[src/rtl/agu_pkg.sv]
// Shared encodings for the effective-address sequencer: addressing modes,
// FSM states and the default stack page.
package agu_pkg;

  typedef enum logic [2:0] {
    MODE_ZP   = 3'd0,
    MODE_ZPX  = 3'd1,
    MODE_ABS  = 3'd2,
    MODE_ABSX = 3'd3,
    MODE_INDX = 3'd4,
    MODE_INDY = 3'd5,
    MODE_PUSH = 3'd6,
    MODE_POP  = 3'd7
  } mode_e;

  typedef enum logic [2:0] {
    ST_IDLE,
    ST_PLO,
    ST_PHI,
    ST_CALC,
    ST_FIX
  } state_e;

  localparam int STACK_PAGE_DEFAULT = 1;

endpackage

[src/rtl/flopenr.sv]
// Enabled register with asynchronous active-low reset to a parameterised value.
module flopenr #(
  parameter int            W  = 8,
  parameter logic [W-1:0]  RV = '0
) (
  input  logic         clk,
  input  logic         rst_n,
  input  logic         en,
  input  logic [W-1:0] d,
  output logic [W-1:0] q
);

  // NOTE: sequential state uses non-blocking assignments so every flop samples
  // pre-edge values regardless of process evaluation order.
  always_ff @(posedge clk or negedge rst_n) begin
    if (!rst_n) q <= RV;
    else if (en) q <= d;
  end

endmodule

[src/rtl/ea_sequencer.sv]
// Effective-address sequencer: owns index registers and S, resolves indexed,
// indirect and stack modes, issues pointer/dummy reads, pulses EA_VALID.
module ea_sequencer
  import agu_pkg::*;
#(
  parameter int            DW         = 8,
  parameter int            NIDX       = 2,
  parameter logic [DW-1:0] S_INIT     = '1,
  parameter logic [DW-1:0] STACK_PAGE = DW'(STACK_PAGE_DEFAULT),
  localparam int           AW         = 2 * DW,
  localparam int           ISW        = (NIDX > 1) ? $clog2(NIDX) : 1,
  localparam int           RSW        = $clog2(NIDX + 1)
) (
  input  logic               CLK,
  input  logic               RES_N,
  input  logic               START,
  input  logic [2:0]         MODE,
  input  logic [ISW-1:0]     IDX_SEL,
  input  logic               FORCE_FIX,
  input  logic [AW-1:0]      OPER,
  output logic               READY,
  output logic               EA_VALID,
  output logic [AW-1:0]      EA,
  output logic               PAGE_CROSS,
  output logic               MEM_RD,
  output logic [AW-1:0]      MEM_AB,
  output logic               DUMMY_RD,
  input  logic               MEM_RDY,
  input  logic [DW-1:0]      DB_IN,
  input  logic               REG_WE,
  input  logic [RSW-1:0]     REG_SEL,
  input  logic [DW-1:0]      REG_WD,
  output logic [NIDX*DW-1:0] IDX_OUT,
  output logic [DW-1:0]      S_OUT
);

  logic [DW-1:0] idx_r [NIDX];
  logic [DW-1:0] s_r;

  state_e        state_q, state_d;
  mode_e         mode_q, mode_d;
  logic          force_q, force_d;
  logic [AW-1:0] base_q, base_d;
  logic [DW-1:0] idx_q, idx_d;
  logic [DW-1:0] ptr_q, ptr_d;
  logic [DW-1:0] lo_q, lo_d;
  logic [AW-1:0] ea_q, ea_d;
  logic          pc_q, pc_d;
  logic          ea_valid_q, load_ea;

  logic          s_step;
  logic [DW-1:0] s_step_val;
  logic          s_wr;
  logic [DW-1:0] idx_now;
  logic [DW:0]   zp_add, phi_add, fix_add;

  for (genvar i = 0; i < NIDX; i++) begin : g_idx
    flopenr #(.W(DW), .RV('0)) u_idx (
      .clk   (CLK),
      .rst_n (RES_N),
      .en    (REG_WE && (REG_SEL == RSW'(i))),
      .d     (REG_WD),
      .q     (idx_r[i])
    );
    assign IDX_OUT[i*DW +: DW] = idx_r[i];
  end

  // A register write to S overrides a same-edge PUSH/POP step.
  assign s_wr = REG_WE && (REG_SEL == RSW'(NIDX));

  flopenr #(.W(DW), .RV(S_INIT)) u_s (
    .clk   (CLK),
    .rst_n (RES_N),
    .en    (s_wr || s_step),
    .d     (s_wr ? REG_WD : s_step_val),
    .q     (s_r)
  );

  always_comb begin
    idx_now = '0;
    for (int i = 0; i < NIDX; i++) begin
      if (IDX_SEL == ISW'(i)) idx_now = idx_r[i];
    end
  end

  assign zp_add  = {1'b0, OPER[DW-1:0]} + {1'b0, idx_now};
  assign phi_add = {1'b0, lo_q} + {1'b0, idx_q};
  assign fix_add = {1'b0, base_q[DW-1:0]} + {1'b0, idx_q};

  // The index add of (zp),Y is resolved on the PHI completion edge so the
  // no-fix-up path stays at three cycles; ST_CALC is therefore never entered.
  always_comb begin
    // NOTE: every combinational output gets a default first so no path can
    // leave a signal unassigned and infer a latch.
    state_d    = state_q;
    mode_d     = mode_q;
    force_d    = force_q;
    base_d     = base_q;
    idx_d      = idx_q;
    ptr_d      = ptr_q;
    lo_d       = lo_q;
    ea_d       = ea_q;
    pc_d       = 1'b0;
    load_ea    = 1'b0;
    s_step     = 1'b0;
    s_step_val = s_r;
    MEM_RD     = 1'b0;
    DUMMY_RD   = 1'b0;
    MEM_AB     = '0;

    case (state_q)
      ST_IDLE: begin
        if (START) begin
          mode_d  = mode_e'(MODE);
          force_d = FORCE_FIX;
          base_d  = OPER;
          idx_d   = idx_now;
          case (mode_e'(MODE))
            MODE_ZP: begin
              load_ea = 1'b1;
              ea_d    = {{DW{1'b0}}, OPER[DW-1:0]};
            end
            MODE_ZPX: begin
              load_ea = 1'b1;
              ea_d    = {{DW{1'b0}}, zp_add[DW-1:0]};
            end
            MODE_ABS: begin
              load_ea = 1'b1;
              ea_d    = OPER;
            end
            MODE_ABSX: begin
              if (zp_add[DW] || FORCE_FIX) begin
                state_d = ST_FIX;
              end else begin
                load_ea = 1'b1;
                ea_d    = {OPER[AW-1:DW], zp_add[DW-1:0]};
              end
            end
            MODE_INDX: begin
              ptr_d   = zp_add[DW-1:0];
              state_d = ST_PLO;
            end
            MODE_INDY: begin
              ptr_d   = OPER[DW-1:0];
              state_d = ST_PLO;
            end
            MODE_PUSH: begin
              load_ea    = 1'b1;
              ea_d       = {STACK_PAGE, s_r};
              s_step     = 1'b1;
              s_step_val = s_r - 1'b1;
            end
            MODE_POP: begin
              load_ea    = 1'b1;
              s_step     = 1'b1;
              s_step_val = s_r + 1'b1;
              ea_d       = {STACK_PAGE, s_step_val};
            end
          endcase
        end
      end

      ST_PLO: begin
        MEM_RD = 1'b1;
        MEM_AB = {{DW{1'b0}}, ptr_q};
        if (MEM_RDY) begin
          lo_d    = DB_IN;
          state_d = ST_PHI;
        end
      end

      ST_PHI: begin
        MEM_RD = 1'b1;
        MEM_AB = {{DW{1'b0}}, ptr_q + 1'b1};
        if (MEM_RDY) begin
          if (mode_q == MODE_INDX) begin
            load_ea = 1'b1;
            ea_d    = {DB_IN, lo_q};
            state_d = ST_IDLE;
          end else begin
            base_d = {DB_IN, lo_q};
            if (phi_add[DW] || force_q) begin
              state_d = ST_FIX;
            end else begin
              load_ea = 1'b1;
              ea_d    = {DB_IN, phi_add[DW-1:0]};
              state_d = ST_IDLE;
            end
          end
        end
      end

      ST_FIX: begin
        // Dummy read at the uncorrected address, as the 6502 does.
        MEM_RD   = 1'b1;
        DUMMY_RD = 1'b1;
        MEM_AB   = {base_q[AW-1:DW], fix_add[DW-1:0]};
        if (MEM_RDY) begin
          load_ea = 1'b1;
          ea_d    = base_q + {{DW{1'b0}}, idx_q};
          pc_d    = fix_add[DW];
          state_d = ST_IDLE;
        end
      end

      default: state_d = ST_IDLE;
    endcase
  end

  always_ff @(posedge CLK or negedge RES_N) begin
    if (!RES_N) begin
      state_q    <= ST_IDLE;
      mode_q     <= MODE_ZP;
      force_q    <= 1'b0;
      base_q     <= '0;
      idx_q      <= '0;
      ptr_q      <= '0;
      lo_q       <= '0;
      ea_q       <= '0;
      pc_q       <= 1'b0;
      ea_valid_q <= 1'b0;
    end else begin
      state_q    <= state_d;
      mode_q     <= mode_d;
      force_q    <= force_d;
      base_q     <= base_d;
      idx_q      <= idx_d;
      ptr_q      <= ptr_d;
      lo_q       <= lo_d;
      ea_valid_q <= load_ea;
      if (load_ea) begin
        ea_q <= ea_d;
        pc_q <= pc_d;
      end
    end
  end

  assign READY      = (state_q == ST_IDLE);
  assign EA_VALID   = ea_valid_q;
  assign EA         = ea_q;
  assign PAGE_CROSS = pc_q;
  assign S_OUT      = s_r;

endmodule

[config.mk]
export PLATFORM = sky130hd
export DESIGN_NAME = ea_sequencer
export DESIGN_NICKNAME = d
export VERILOG_FILES = /design/src/rtl/agu_pkg.sv /design/src/rtl/flopenr.sv /design/src/rtl/ea_sequencer.sv
export SDC_FILE = /design/constraint.sdc
export NUM_CORES = 1
export LEC_CHECK = 0
export BUFFER_PORTS_ARGS = -buffer_cell sky130_fd_sc_hd__buf_2
export CAP_MARGIN = 20
export CORE_MARGIN = 2
export CORE_UTILIZATION = 52
export DETAILED_ROUTE_END_ITERATION = 6
export PLACE_DENSITY = 0.81
export SYNTH_ARGS = -nofsm -noshare
export SYNTH_HDL_FRONTEND = slang
export SYNTH_HIERARCHICAL = 1
export SYNTH_SLANG_ARGS = --single-unit
[constraint.sdc]
create_clock -name CLK -period 2.5 [get_ports CLK]
set_clock_uncertainty 0.05 [all_clocks]
set_input_delay 0.5 -clock CLK [delete_from_list [all_inputs] [get_ports CLK]]
set_output_delay 0.5 -clock CLK [all_outputs]
set_load 0.02 [all_outputs]
==> metrics list, run 1 <==
- Number of primary I/O pins: 105
- Synth top area share: 31.3%
- Clock edge transition at the registers on the reported setup and hold paths: 0.07 ns
- Crit-path slowest cell: sky130_fd_sc_hd__dfrtp_1
- Min-delay worst type: in -> async
- Antenna violations before repair: 0
- Detailed-routing iteration count for the pre-antenna-repair pass: 7
* Post-layout util: 71.0%
- DR iter-0 viols: 615
- Count of nets after finishing: 950
* Final hold viol count: 0
- Via count of the first global-routing pass: 6073
- Maximum clock insertion buffer count: 2
* Total vias in the final route: 6481
- In the finished design, the share of the clock period the worst path needs comes to 116%.
* Total Negative Setup Slacks: -4.55 ns
* Number of pins exceeding their max-slew limit in the final report: 0
- Violated checks: negative setup slack
- Setup repair after global routing could not meet its margin everywhere.
- Critical Path RT: 1.95 ns
- The synthesized design contains 0 enable-type register cells.
- Category of the worst setup path launch point: register
- Synthesized instance count: 689
- On the worst path, the slowest cell contributes a delay of 0.42 ns.
- Library cell used as clock root buffer: sky130_fd_sc_hd__clkbuf_16
- Synthesis inferred 89 register bits.
- Counting every net in the synthesized netlist gives 763.
- The area growth from synthesis to layout is 32.7%.
* Synth Flop Type: sky130_fd_sc_hd__dfrtp_1
- FP Rows: 40
- The first global-routing pass estimated 32900 um of wire.
- Core outline area: 12100 sq um
- Along the worst path, the maximum fanout reaches 2.
- Leading post-synthesis cells by cell area: sky130_fd_sc_hd__dfrtp_1 (31%), sky130_fd_sc_hd__mux2_4 (5.6%), sky130_fd_sc_hd__ha_1 (5.2%)
* Fin Hold WS: 0.0731 ns
* Critical path capture point type: primary output
- The number of antenna diodes in the final layout is 0.
- At the later pin of the worst-skew pair, clock insertion delay measures 0.35 ns.
- In the synthesized netlist the async set-or-reset flop fraction comes to 100%.
- Via density per instance: 6.18
* Effective utilization at floorplan: 53.5%
- Finish-stage setup viols: 25
- Subtracting the final worst setup slack from the clock period gives 2.91 ns.
- At the pin with the least slew margin, the transition time is 0.596 ns.
* Weighted congestion at the end of routability-driven global placement: 1.01
- The HPWL after detailed placement is 15700 um.
- The post-route netlist has 41.2% of its cells at a drive strength greater than 1.
- The top cell types in the final layout, fill and taps aside, are sky130_fd_sc_hd__buf_4 (103), sky130_fd_sc_hd__buf_2 (97), sky130_fd_sc_hd__dfrtp_1 (80).
- The total overflow left after global routing is 0.
* # H-tree levels: 3
- At the worst endpoint, the arrival time is 2.36 ns.
- The biggest area contributor in the post-synthesis netlist is sky130_fd_sc_hd__dfrtp_1.
- Die ar.: 13400 sq um
- The analysis attributes to cell leakage a power of 0.00393 uW.
* Total routing resource utilization after global routing: 32.1%
* Fill cell count: 919
- Number of hold buffers added after CTS: 0
- I/O Buffers: 104
- Total detailed-routing wirelength: 21500 um
- Entering global routing, the biggest net connects 59 pins.
- Together, buffers and inverters on the worst path number 1.
- In the routed design, unresolved DRC markers number 0.
* Worst slew slack as a fraction of its limit: 60.3%
- Wirelength per Cell: 20.5 um
- The tree built by TritonCTS fans out to 89 sinks.
- Final critical-path setup slack: -0.406 ns
* Dpl cell area: 7720 sq um
* Leading cell type in the layout, fill and taps excluded: sky130_fd_sc_hd__buf_4
* Antenna violation net count after detailed routing: 0
* Number of buffers created by CTS: 9
* Die width: 116 um
- The die is 116 um tall.
* Final Cell Area: 8600 sq um
* Number of warnings reported in the yosys synthesis log: 6
* Max capacitance violation total: 0
- Number of distinct library cells after synthesis: 76
- Mean Syn Cell Area: 9.40 sq um
- Crit path cell chain: ha_4 -> fa_2 -> a21o_1 -> a221oi_2 -> xnor2_1 -> nand2_1 -> o311ai_2 -> buf_4
- Maximum ir drop on the vdd rail: 711 uV
- Post-synthesis instance area: 6480 sq um
- TritonCTS built the clock tree.
- The critical path is of the reg -> out type.
- The flow ran to the end, but the final reports show violations.
- Highest achievable clock rate: 0.344 GHz
- In this run the power density over the cells is 1300 nW/um^2.
* Sequential area share after synthesis: 34.5%
* Delay-heaviest family, CP: compound AO/OA/AOI/OAI gates
==> kinds of logic (layout without fill, tap and decap cells) <==
group	count (synthesis)	count (layout)	share of synthesized area (%)
AO/OA/AOI/OAI	210	210	22.5
buffers and inverters	60	252	4.52
XOR/XNOR	24	24	3.24
flip-flops	89	89	34.5
AND/OR/NAND/NOR	201	201	15.1
adder cells (fa/ha/maj)	30	30	6.14
multiplexers	75	75	14.0
==> worst register-to-register path, cell delays in order, from the launching register on <==
cell and delay (ns):
sky130_fd_sc_hd__dfrtp_1 0.38, sky130_fd_sc_hd__mux2_4 0.30, sky130_fd_sc_hd__ha_4 0.17, sky130_fd_sc_hd__fa_2 0.40, sky130_fd_sc_hd__a211oi_2 0.25, sky130_fd_sc_hd__o21ai_2 0.09
sky130_fd_sc_hd__a311o_1 0.32, sky130_fd_sc_hd__o211ai_4 0.20, sky130_fd_sc_hd__buf_12 0.17, sky130_fd_sc_hd__buf_12 0.13, sky130_fd_sc_hd__nor2_2 0.05, sky130_fd_sc_hd__a31oi_2 0.14
==> layout make-up <==
type	count	area (sq um)	area share, %
sequential	89	2240	26.0
clock inverter	5	103	1.19
multi-input combinational	540	4220	49.0
timing repair buffer	216	1510	17.6
inverter	20	77.6	0.902
tap	168	210	2.44
clock buffer	11	243	2.82
==> per-stage QoR <==
step	power, uW	worst slack, ns	instances
global placement	8430	-0.418	1005
global route	11800	-0.446	1049
finish	11200	-0.406	1049
detailed placement	8620	-0.467	1005
floorplan	6520	-0.344	689
CTS	10900	-0.374	1039
==> sequential cells by signal (all words and copies together) (netlist names), 3 cells and up <==
name and cells:
state_q 3, EA 16, idx_q 8, ptr_q 8, lo_q 8, base_q 16
mode_q 3, g_idx.u_idx/q 16, u_s/q 8
==> cells in the mapped netlist (5+ instances only) <==
cell type                   n
sky130_fd_sc_hd__nand3_1   15
sky130_fd_sc_hd__a21o_1    11
sky130_fd_sc_hd__xnor2_1   13
sky130_fd_sc_hd__mux2_2    30
sky130_fd_sc_hd__nor2_1    48
sky130_fd_sc_hd__nand2b_1   7
sky130_fd_sc_hd__nand2_1   72
sky130_fd_sc_hd__dfstp_2    8
sky130_fd_sc_hd__a22oi_1    6
sky130_fd_sc_hd__and2_1     9
sky130_fd_sc_hd__and3_1     8
sky130_fd_sc_hd__a31oi_1    9
sky130_fd_sc_hd__buf_6      7
sky130_fd_sc_hd__a221oi_1   5
sky130_fd_sc_hd__dfrtp_1   81
sky130_fd_sc_hd__buf_2      9
sky130_fd_sc_hd__xor2_1    11
sky130_fd_sc_hd__clkbuf_1  18
sky130_fd_sc_hd__mux2_4    24
sky130_fd_sc_hd__a32oi_1    5
sky130_fd_sc_hd__inv_1     18
sky130_fd_sc_hd__mux2i_1   21
sky130_fd_sc_hd__o22ai_1    7
sky130_fd_sc_hd__ha_1      27
sky130_fd_sc_hd__nor3_1     7
sky130_fd_sc_hd__or3_1      6
sky130_fd_sc_hd__o211ai_1   6
sky130_fd_sc_hd__a31oi_2    6
sky130_fd_sc_hd__a211oi_1   6
sky130_fd_sc_hd__o21ai_0   57
sky130_fd_sc_hd__buf_1      5
sky130_fd_sc_hd__nor2b_1    7
sky130_fd_sc_hd__a21oi_1   39
==> repair_timing <==
| item | in CTS | in global routing |
|---|---|---|
| pin swaps | 18 | 11 |
| resized for setup | 50 | 18 |
| setup endpoints to repair | 28 | 30 |
| buffers inserted | 17 | 11 |
| gates cloned | 2 | 1 |
==> path summary, 6_finish.rpt <==
check                      slack (ns)                start   endpoint  depth (start not counted)
setup / recovery                -0.41            base_q[0]  MEM_AB[6]                          8
hold / removal                   0.07                RES_N     EA[12]                          1
setup reg to reg                -0.23  g_idx[0].u_idx/q[0]     EA[10]                         11
hold reg to reg                  0.45            base_q[7]  base_q[7]                          2
max in group asynchronous        1.64                RES_N      EA[5]                          2
min in group CLK                 0.34             DB_IN[1]    lo_q[1]                          3
==> report_power, final <==
part           total [uW]  internal [uW]  leakage [uW]  switching, uW
logic                6700           3260       0.00270           3440
clock network        1590           1000      0.000166            583
registers            2930           2120       0.00106            814
total               11200           6380       0.00393           4840
==> metal layers <==
layer	GRT usage [%]	part of all wire (%)	up-vias
met4	11.2	2.6	0
met5	0	0	-
li1	-	-	2914
met2	50.9	47	332
met1	45.3	43	3185
met3	4.55	7.2	50
No activity file was read; power rests on OpenSTA's default activity.
==> run 2, diff against run 1 <==
==> constraint.sdc (replaced) <==
create_clock -name CLK -period 2.5 [get_ports CLK]
set_clock_uncertainty 0.05 [all_clocks]
set_input_delay 0.5 -clock CLK [delete_from_list [all_inputs] [get_ports CLK]]
set_output_delay 0.5 -clock CLK [all_outputs]
set_load 0.005 [all_outputs]
==> run 2 against run 1 <==
Combinational power fell by 9.1%; global-route usage rose by 0.71 points; the run ends with design-rule violations, negative setup slack left; sequential share of layout area rose by 0.19 points.
==> metrics list, run 2 (synthesized netlist as in run 1, its figures left out) <==
- Result of the run: finished with violations (unchanged)
* Violated checks: design-rule violations, negative setup slack (was negative setup slack)
* Final hold viol count: 0 (unchanged)
- Wirelength per Cell: 20.9 um (was 20.5 um)
- The maximum number of pins on one net before global-route repair was 39 (was 59).
- The clock insertion delay at the later pin of the skew report came to 0.37 ns (was 0.35 ns).
- The peak ir drop on the vdd network is 647 uV (was 711 uV).
- The number of global-route vias before repair was 6079 (was 6073).
- The overall die width was 116 um (unchanged).
* Worst-Margin Slew: 1.15 ns (was 0.596 ns)
* Critical path capture point type: primary output (unchanged)
- The number of iterations in the first detailed-routing pass was 7 (unchanged).
* Start of the worst register-to-register path: g_idx[0].u_idx/q[0] (unchanged)
- Global-route wire length before repair: 33400 um (was 32900 um)
* End of the worst register-to-register path: EA[4] (was EA[10])
- The cell chosen for the clock root is sky130_fd_sc_hd__clkbuf_16 (unchanged).
- Path type of the worst setup path: reg -> out (unchanged)
* Standby leakage power: 0.00391 uW (was 0.00393 uW)
- Crit path cell chain: ha_2 -> fa_2 -> a21o_1 -> a211o_1 -> o211ai_1 -> o211ai_1 -> buf_2 (was ha_4 -> fa_2 -> a21o_1 -> a221oi_2 -> xnor2_1 -> nand2_1 -> o311ai_2 -> buf_4).
- The achievable frequency came to 0.345 GHz (was 0.344 GHz).
- Antenna violation net count after detailed routing: 0 (unchanged)
- The worst-path maximum fanout was 2 (unchanged).
* Leading cell type in the layout, fill and taps excluded: sky130_fd_sc_hd__buf_2 (was sky130_fd_sc_hd__buf_4)
- The core box area was 12100 sq um (unchanged).
* N_diodes: 0 (unchanged)
* Net switching power: 4520 uW (was 4840 uW)
- Placed Cells incl. Taps: 1001 (was 1005)
- Finish-stage setup viols: 23 (was 25)
* Highest cell delay on the worst timing path: 0.39 ns (was 0.42 ns)
* Post-route insts no fill: 1044 (was 1049)
- The final period utilization is 116% (about the same).
- The count of buffers inserted at the top-level ports came to 104 (unchanged).
- The initial core utilization came to 53.5% (unchanged).
* Antenna violations before repair: 0 (unchanged)
- Power share of the sequential group: 27.8% (was 26.1%)
- Half-perimeter wire length after placement: 16200 um (was 15700 um)
- The number of top-level pins came to 105 (unchanged).
- Clock edge transition at the registers on the reported setup and hold paths: 0.07 ns (about the same)
- Min-delay worst type: in -> async (unchanged)
* Combinational cell fraction of total power: 57.5% (was 59.7%)
* Number of buffers created by CTS: 9 (unchanged)
- RSZ-0062 raised after global routing: true (unchanged).
- Fraction of power spent switching nets: 42.6% (was 43.1%)
* Total detailed-routing wirelength: 21800 um (was 21500 um)
* Power density over cell area: 1240 nW/um^2 (was 1300 nW/um^2)
* Via density per instance: 6.21 (was 6.18)
- The number of buffer and inverter stages on the critical path was 1 (unchanged).
- The post-route cell area came to 8540 sq um (was 8600 sq um).
- The data required time at the worst endpoint was 1.95 ns (about the same).
- Most used cells in the layout excluding fill and tap cells: sky130_fd_sc_hd__buf_2 (103), sky130_fd_sc_hd__buf_4 (96), sky130_fd_sc_hd__dfrtp_1 (80) (was sky130_fd_sc_hd__buf_4 (103), sky130_fd_sc_hd__buf_2 (97), sky130_fd_sc_hd__dfrtp_1 (80)).
* Number of hold buffers added after CTS: 0 (unchanged)
- The max-cap violation count is 0 (unchanged).
- Reg2Reg Depth: 9 (was 11)
* Number of pins exceeding their max-slew limit in the final report: 0 (unchanged)
* Dpl cell area: 7710 sq um (was 7720 sq um)
- The worst slew margin relative to its limit is 23.4% (was 60.3%).
* Count of nets after finishing: 945 (was 950)
- The share of final-layout standard cells stronger than drive strength 1 is 41.3% (was 41.2%).
- The minimum setup slack in the final design is -0.394 ns (was -0.406 ns).
* Portion of total power attributed to the clock network: 14.8% (was 14.1%)
- Maximum clock insertion buffer count: 2 (unchanged)
- Clock tree from TritonCTS: yes (unchanged)
- Weighted congestion at the end of routability-driven global placement: 0.985 (was 1.01)
* Cell repeated most along the worst path: sky130_fd_sc_hd__o211ai_1
- Die height: 116 um (unchanged)
- Total routing resource utilization after global routing: 32.8% (was 32.1%)
* Total vias in the final route: 6484 (was 6481)
* Internal power component: 6080 uW (was 6380 uW)
- The data arrival at the endpoint of the critical path was 2.34 ns (was 2.36 ns).
* # H-tree levels: 3 (unchanged)
* Fill cell count: 928 (was 919)
- Global-route congestion overflow total: 0 (unchanged)
- Die ar.: 13400 sq um (unchanged)
* FP Rows: 40 (unchanged)
- Delay-heaviest family, CP: compound AO/OA/AOI/OAI gates (unchanged)
- The worst-path cell with the longest stage delay is sky130_fd_sc_hd__dfrtp_1 (unchanged).
* DR iter-0 viols: 706 (was 615)
- Clock net sink count: 89 (unchanged)
* Period minus WS final: 2.89 ns (was 2.91 ns)
- The startpoint type of the worst setup path is a register (unchanged).
- Post-detailed-route DRC marker count: 2 (was 0)
* Area growth syn-to-layout: 31.7% (was 32.7%)
* R2r setup slk: -0.26 ns (was -0.23 ns)
## run 2: cell count changes in the layout (fill, tap and decap cells not counted), sizes merged
cell	change
clkbuf	-2
buf	-3
inv	+1
bufinv	-1
clkinvlp	-1
clkinv	+1
## run 2: power groups by stage
stage / registers, uW / clock network, uW / logic [uW]
floorplan: 2600 / 0 / 3510
global placement: 2860 / 0 / 5070
detailed placement: 2900 / 0 / 5240
CTS: 2890 / 1560 / 5790
global route: 3010 / 1610 / 6540
finish: 2940 / 1560 / 6090
## run 2: per-stage QoR
| stage | hold slack [ns] | setup slack, ns | total power, uW | TNS, ns | utilization [%] |
|---|---|---|---|---|---|
| floorplan | 0.154 | -0.344 | 6110 | -5.72 | - |
| global placement | 0.427 | -0.453 | 7930 | -7.99 | 63.7 |
| detailed placement | 0.431 | -0.492 | 8150 | -9.01 | 63.7 |
| CTS | 0.0759 | -0.349 | 10200 | -5.35 | 69.3 |
| global route | 0.104 | -0.445 | 11200 | -7.09 | 70.5 |
| finish | 0.0595 | -0.394 | 10600 | -5.25 | 70.5 |
## run 2: worst max path at each step
stage	startpoint	end	slack, ns	cells after the start
2_1_floorplan	IDX_SEL	EA[4]	-0.34	9
3_3_place_gp	IDX_SEL	EA[14]	-0.45	11
3_5_place_dp	IDX_SEL	EA[3]	-0.49	11
4_1_cts	idx_q[0]	MEM_AB[4]	-0.35	7
5_1_grt	idx_q[0]	MEM_AB[4]	-0.45	7
6_report	base_q[0]	MEM_AB[4]	-0.39	7
## run 2: timing repair
action	CTS	global route
resized for setup	34	26
pin swaps	19	18
buffers inserted	20	11
cloned	2	0
setup endpoints to repair	35	41
## run 2: layout make-up
| type | count | area, sq um | area share (%) |
|---|---|---|---|
| multi-input cells | 540 | 4240 | 49.7 |
| flip-flops and latches | 89 | 2240 | 26.2 |
| repair buffers | 211 | 1430 | 16.8 |
| clock buffers | 11 | 253 | 2.96 |
| well taps | 168 | 210 | 2.46 |
| clock inverters | 5 | 86.3 | 1.01 |
| inverters | 20 | 75.1 | 0.879 |
## run 2: layer usage
| layer | part of all wire [%] | vias to the layer above | wire length (um) | track usage [%] |
|---|---|---|---|---|
| met5 | 0 | - | 0 | 0 |
| met1 | 41 | 3130 | 8980 | 44.8 |
| met4 | 3.3 | 0 | 726 | 12.7 |
| met2 | 47 | 386 | 10200 | 52.7 |
| li1 | - | 2905 | - | - |
| met3 | 9.0 | 63 | 1960 | 5.28 |
==> run 3, diff against run 2 <==
--- a/config.mk
+++ b/config.mk
@@ -5,8 +5,8 @@
 export SDC_FILE = /design/constraint.sdc
 export NUM_CORES = 1
 export LEC_CHECK = 0
+export ABC_AREA = 1
 export BUFFER_PORTS_ARGS = -buffer_cell sky130_fd_sc_hd__buf_2
-export CAP_MARGIN = 20
 export CORE_MARGIN = 2
 export CORE_UTILIZATION = 52
 export DETAILED_ROUTE_END_ITERATION = 6
==> run 3 against run 2 <==
The run ends with negative setup slack left; power fell by 4.9%; design area fell by 4.3%; count of clock-buffer cells in the layout fell by 1; register-to-register slack improved by 0.31 ns; first-iteration DRC count fell by 14%; non-clock buffer count fell by 45; critical endpoint unchanged; highest routed layer unchanged.
==> metrics list, run 3 <==
- I/O Buffers: 104 (unchanged)
- The global routing usage summed across all routing layers was 31.3% (was 32.8%).
* Start point of the critical path: idx_q[0] (was base_q[0])
- Synth Net Count: 1046 (was 763)
- Number of primary I/O pins: 105 (unchanged)
* Wirelength per Cell: 16.1 um (was 20.9 um)
- Effective utilization at floorplan: 53.6% (was 53.5%)
- Number of distinct library cells after synthesis: 43 (was 76)
- Placed Cells incl. Taps: 1260 (was 1001)
- Maximum ir drop on the vdd rail: 670 uV (was 647 uV)
- The worst slew margin relative to its limit is 64.6% (was 23.4%).
- Leading cell type in the layout, fill and taps excluded: sky130_fd_sc_hd__nand2_1 (was sky130_fd_sc_hd__buf_2)
* Number of warnings reported in the yosys synthesis log: 6 (unchanged)
* Leading cell types by count after synthesis: sky130_fd_sc_hd__nand2_1 (368), sky130_fd_sc_hd__inv_1 (100), sky130_fd_sc_hd__dfrtp_1 (81) (was sky130_fd_sc_hd__dfrtp_1 (81), sky130_fd_sc_hd__nand2_1 (72), sky130_fd_sc_hd__o21ai_0 (57))
* Antenna violation net count after detailed routing: 0 (unchanged)
- Power density over cell area: 1230 nW/um^2 (was 1240 nW/um^2)
* Library cell used as clock root buffer: sky130_fd_sc_hd__clkbuf_16 (unchanged)
- The worst-case register-to-register setup slack came to 0.05 ns (was -0.26 ns).
- The slew of the pin with the lowest slew margin came to 0.530 ns (was 1.15 ns).
- Clock edge transition at the registers on the reported setup and hold paths: 0.06 ns (was 0.07 ns)
- The max-cap violation count was 0 (unchanged).
- The number of instances in the synthesized netlist came to 972 (was 689).
- The average instance area after synthesis was 6.67 sq um (was 9.40 sq um).
- The post-route cell area was 8170 sq um (was 8540 sq um).
- Category of the worst setup path launch point: register (unchanged)
* Post-synthesis sequential element count: 89 (unchanged)
* Start of the worst register-to-register path: idx_q[0] (was g_idx[0].u_idx/q[0])
* Total power: 10100 uW (was 10600 uW)
- Leading post-synthesis cells by cell area: sky130_fd_sc_hd__dfrtp_1 (31%), sky130_fd_sc_hd__nand2_1 (21%), sky130_fd_sc_hd__nand3_1 (5.9%) (was sky130_fd_sc_hd__dfrtp_1 (31%), sky130_fd_sc_hd__mux2_4 (5.6%), sky130_fd_sc_hd__ha_1 (5.2%)).
* Worst Setup EP: MEM_AB[4] (unchanged)
* Met2 Track Usage GR: 52.9% (was 52.7%)
- Via count of the first global-routing pass: 6655 (was 6079)
- Clk Latency, worst-skew pair: 0.35 ns (was 0.37 ns)
- Core outline area: 12100 sq um (unchanged)
- The count of placed standard cells in the final layout, fillers left out was 1298 (was 1044).
- The total detailed-routing wirelength was 20900 um (was 21800 um).
- The synthesized area came to 6490 sq um (was 6480 sq um).
- The reg-to-reg critical path endpoint was EA[10] (was EA[4]).
- Critical Path RT: 1.95 ns (about the same)
* Peak fanout along the critical path: 3 (was 2)
- The worst-path cell with the longest stage delay was sky130_fd_sc_hd__dfrtp_1 (unchanged).
- Yosys top cell by area: sky130_fd_sc_hd__dfrtp_1 (unchanged)
- The leftover overflow at the end of global routing is 0 (unchanged).
- The number of H-tree levels was 3 (unchanged).
- Total vias in the final route: 7156 (was 6484)
- Buffering stage count on the worst path with inverters included: 1 (unchanged)
* Count of nets after finishing: 1199 (was 945)
- Antenna violations before repair: 0 (unchanged)
- RSZ-0062 raised after global routing: true (unchanged)
- Most used cells in the layout excluding fill and tap cells: sky130_fd_sc_hd__nand2_1 (359), sky130_fd_sc_hd__buf_2 (103), sky130_fd_sc_hd__inv_1 (98) (was sky130_fd_sc_hd__buf_2 (103), sky130_fd_sc_hd__buf_4 (96), sky130_fd_sc_hd__dfrtp_1 (80))
- Result of the run: finished with violations (unchanged).
- The minimum setup slack in the final design came to -0.252 ns (was -0.394 ns).
* Violated checks: negative setup slack (was design-rule violations, negative setup slack)
* Number of buffers created by CTS: 9 (unchanged)
- Met3 routing resource usage after global routing: 6.01% (was 5.28%)
- Crit path cell chain: ha_2 -> fa_2 -> nand3_2 -> nand3_2 -> o21ai_2 -> nor2_2 -> a221o_1 -> buf_2 (was ha_2 -> fa_2 -> a21o_1 -> a211o_1 -> o211ai_1 -> o211ai_1 -> buf_2)
- Delay-heaviest family, CP: adder cells (was compound AO/OA/AOI/OAI gates)
- The final max-slew violation count is 0 (unchanged).
* Path type of the worst setup path: reg -> out (unchanged)
- The post-synthesis async set-or-reset flop share came to 100% (unchanged).
- The number of iterations in the first detailed-routing pass was 5 (was 7).
* Die height: 116 um (about the same)
* Area growth syn-to-layout: 25.9% (was 31.7%)
- The hold violation total from the final report was 0 (unchanged).
* Highest cell delay on the worst timing path: 0.40 ns (was 0.39 ns)
* Via density per instance: 5.51 (was 6.21)
- The share of final-layout standard cells stronger than drive strength 1 was 23.9% (was 41.3%).
* Part of the cycle the worst path needs: 110% (was 116%)
- Count leader, synth: sky130_fd_sc_hd__nand2_1 (was sky130_fd_sc_hd__dfrtp_1)
* Weighted congestion at the end of routability-driven global placement: 0.976 (was 0.985)
- Finish-stage setup viols: 5 (was 23)
- Die width: 116 um (about the same)
- The met1 usage is 38.6% (was 44.8%).
- Levels on crit path: 8 (was 7)
- The most used routing layer in global routing is met2 (unchanged).
* Post-detailed-route DRC marker count: 0 (was 2)
- Min-delay worst type: in -> async (unchanged)
- The number of diodes added for antenna fixing was 0 (unchanged).
* Total Negative Setup Slacks: -0.676 ns (was -5.25 ns)
- The library cell appearing most often on the critical path is sky130_fd_sc_hd__nand3_2 (was sky130_fd_sc_hd__o211ai_1).
- Standby leakage power: 0.00440 uW (was 0.00391 uW)
- The hold-fix buffer count after cts came to 0 (unchanged).
- Number of enable flip-flop cells after synthesis: 0 (unchanged)
- The achievable frequency is 0.363 GHz (was 0.345 GHz).
- DR iter-0 viols: 606 (was 706)
- The final period demand of the worst path came to 2.75 ns (was 2.89 ns).
- The area enclosed by the die boundary is 13400 sq um (about the same).
- Sequential area share after synthesis: 34.5% (about the same)
- Reg2Reg Depth: 17 (was 9)
- Largest net degree at the start of global routing: 52 (was 39)
- Clock net sink count: 89 (unchanged)
- Clock tree from TritonCTS: yes (unchanged)
- Synth top area share: 31.2% (was 31.3%)
- The final design utilization is 67.4% (was 70.5%).
* Critical path capture point type: primary output (unchanged)
* Half-perimeter wire length after placement: 15300 um (was 16200 um)
* Maximum clock insertion buffer count: 2 (unchanged)
* Dpl cell area: 7430 sq um (was 7710 sq um)
- Arrival time worst endpoint: 2.20 ns (was 2.34 ns)
* Synth Flop Type: sky130_fd_sc_hd__dfrtp_1 (unchanged)
* Global-route wire length before repair: 32400 um (was 33400 um)
- The number of core rows is 40 (unchanged).
[run 3: where the power goes]
part,internal (uW),switching [uW]
registers,2110,678
clock network,678,597
logic,2510,3510
total,5290,4790
[run 3: repair_timing]
item,4_1_cts,5_1_grt
cloned,0,2
resized for setup,31,31
endpoints found under the setup margin,6,23
hold endpoints to repair,0,0
pin swaps,14,16
setup buffers,9,11
[run 3: how the worst min path moves through the flow]
stage,start,cells after the start,endpoint,slack [ns]
finish,RES_N,1,lo_q[1],0.07
global route,RES_N,1,lo_q[1],0.10
CTS,RES_N,1,base_q[8],0.09
detailed placement,PAGE_CROSS,2,PAGE_CROSS,0.41
global placement,PAGE_CROSS,2,PAGE_CROSS,0.41
floorplan,RES_N,0,EA[0],0.15
[run 3: cell families (layout without fill, tap and decap cells)]
logic type,after synthesis,count (layout),synth area share [%]
flops,89,89,34.5
simple gates,558,558,35.5
xor+xnor,9,9,1.22
compound gates,143,143,12.4
buf+inv,135,293,8.89
mux,8,8,1.39
fa+ha+maj,30,30,6.13
[run 3: layout make-up]
type	count	area (sq um)
Inverter	111	417
Clock inverter	6	42.5
Fill cell	1081	3950
Sequential cell	89	2240
Multi-Input combinational cell	748	3960
Timing Repair Buffer	166	1070
Clock buffer	10	229
Tap cell	168	210
[run 3: metal layers]
metal | vias to the layer above | routed length, um
met5 | - | 0
met3 | 88 | 1570
li1 | 3443 | -
met2 | 343 | 9780
met1 | 3282 | 8410
met4 | 0 | 1100
[run 3: metrics by stage]
stage	hold slack [ns]	setup slack (ns)
final	0.0694	-0.252
after global routing	0.105	-0.302
after CTS	0.0941	-0.196
after detailed placement	0.412	-0.157
after global placement	0.406	-0.0741
after floorplan	0.154	0.0115
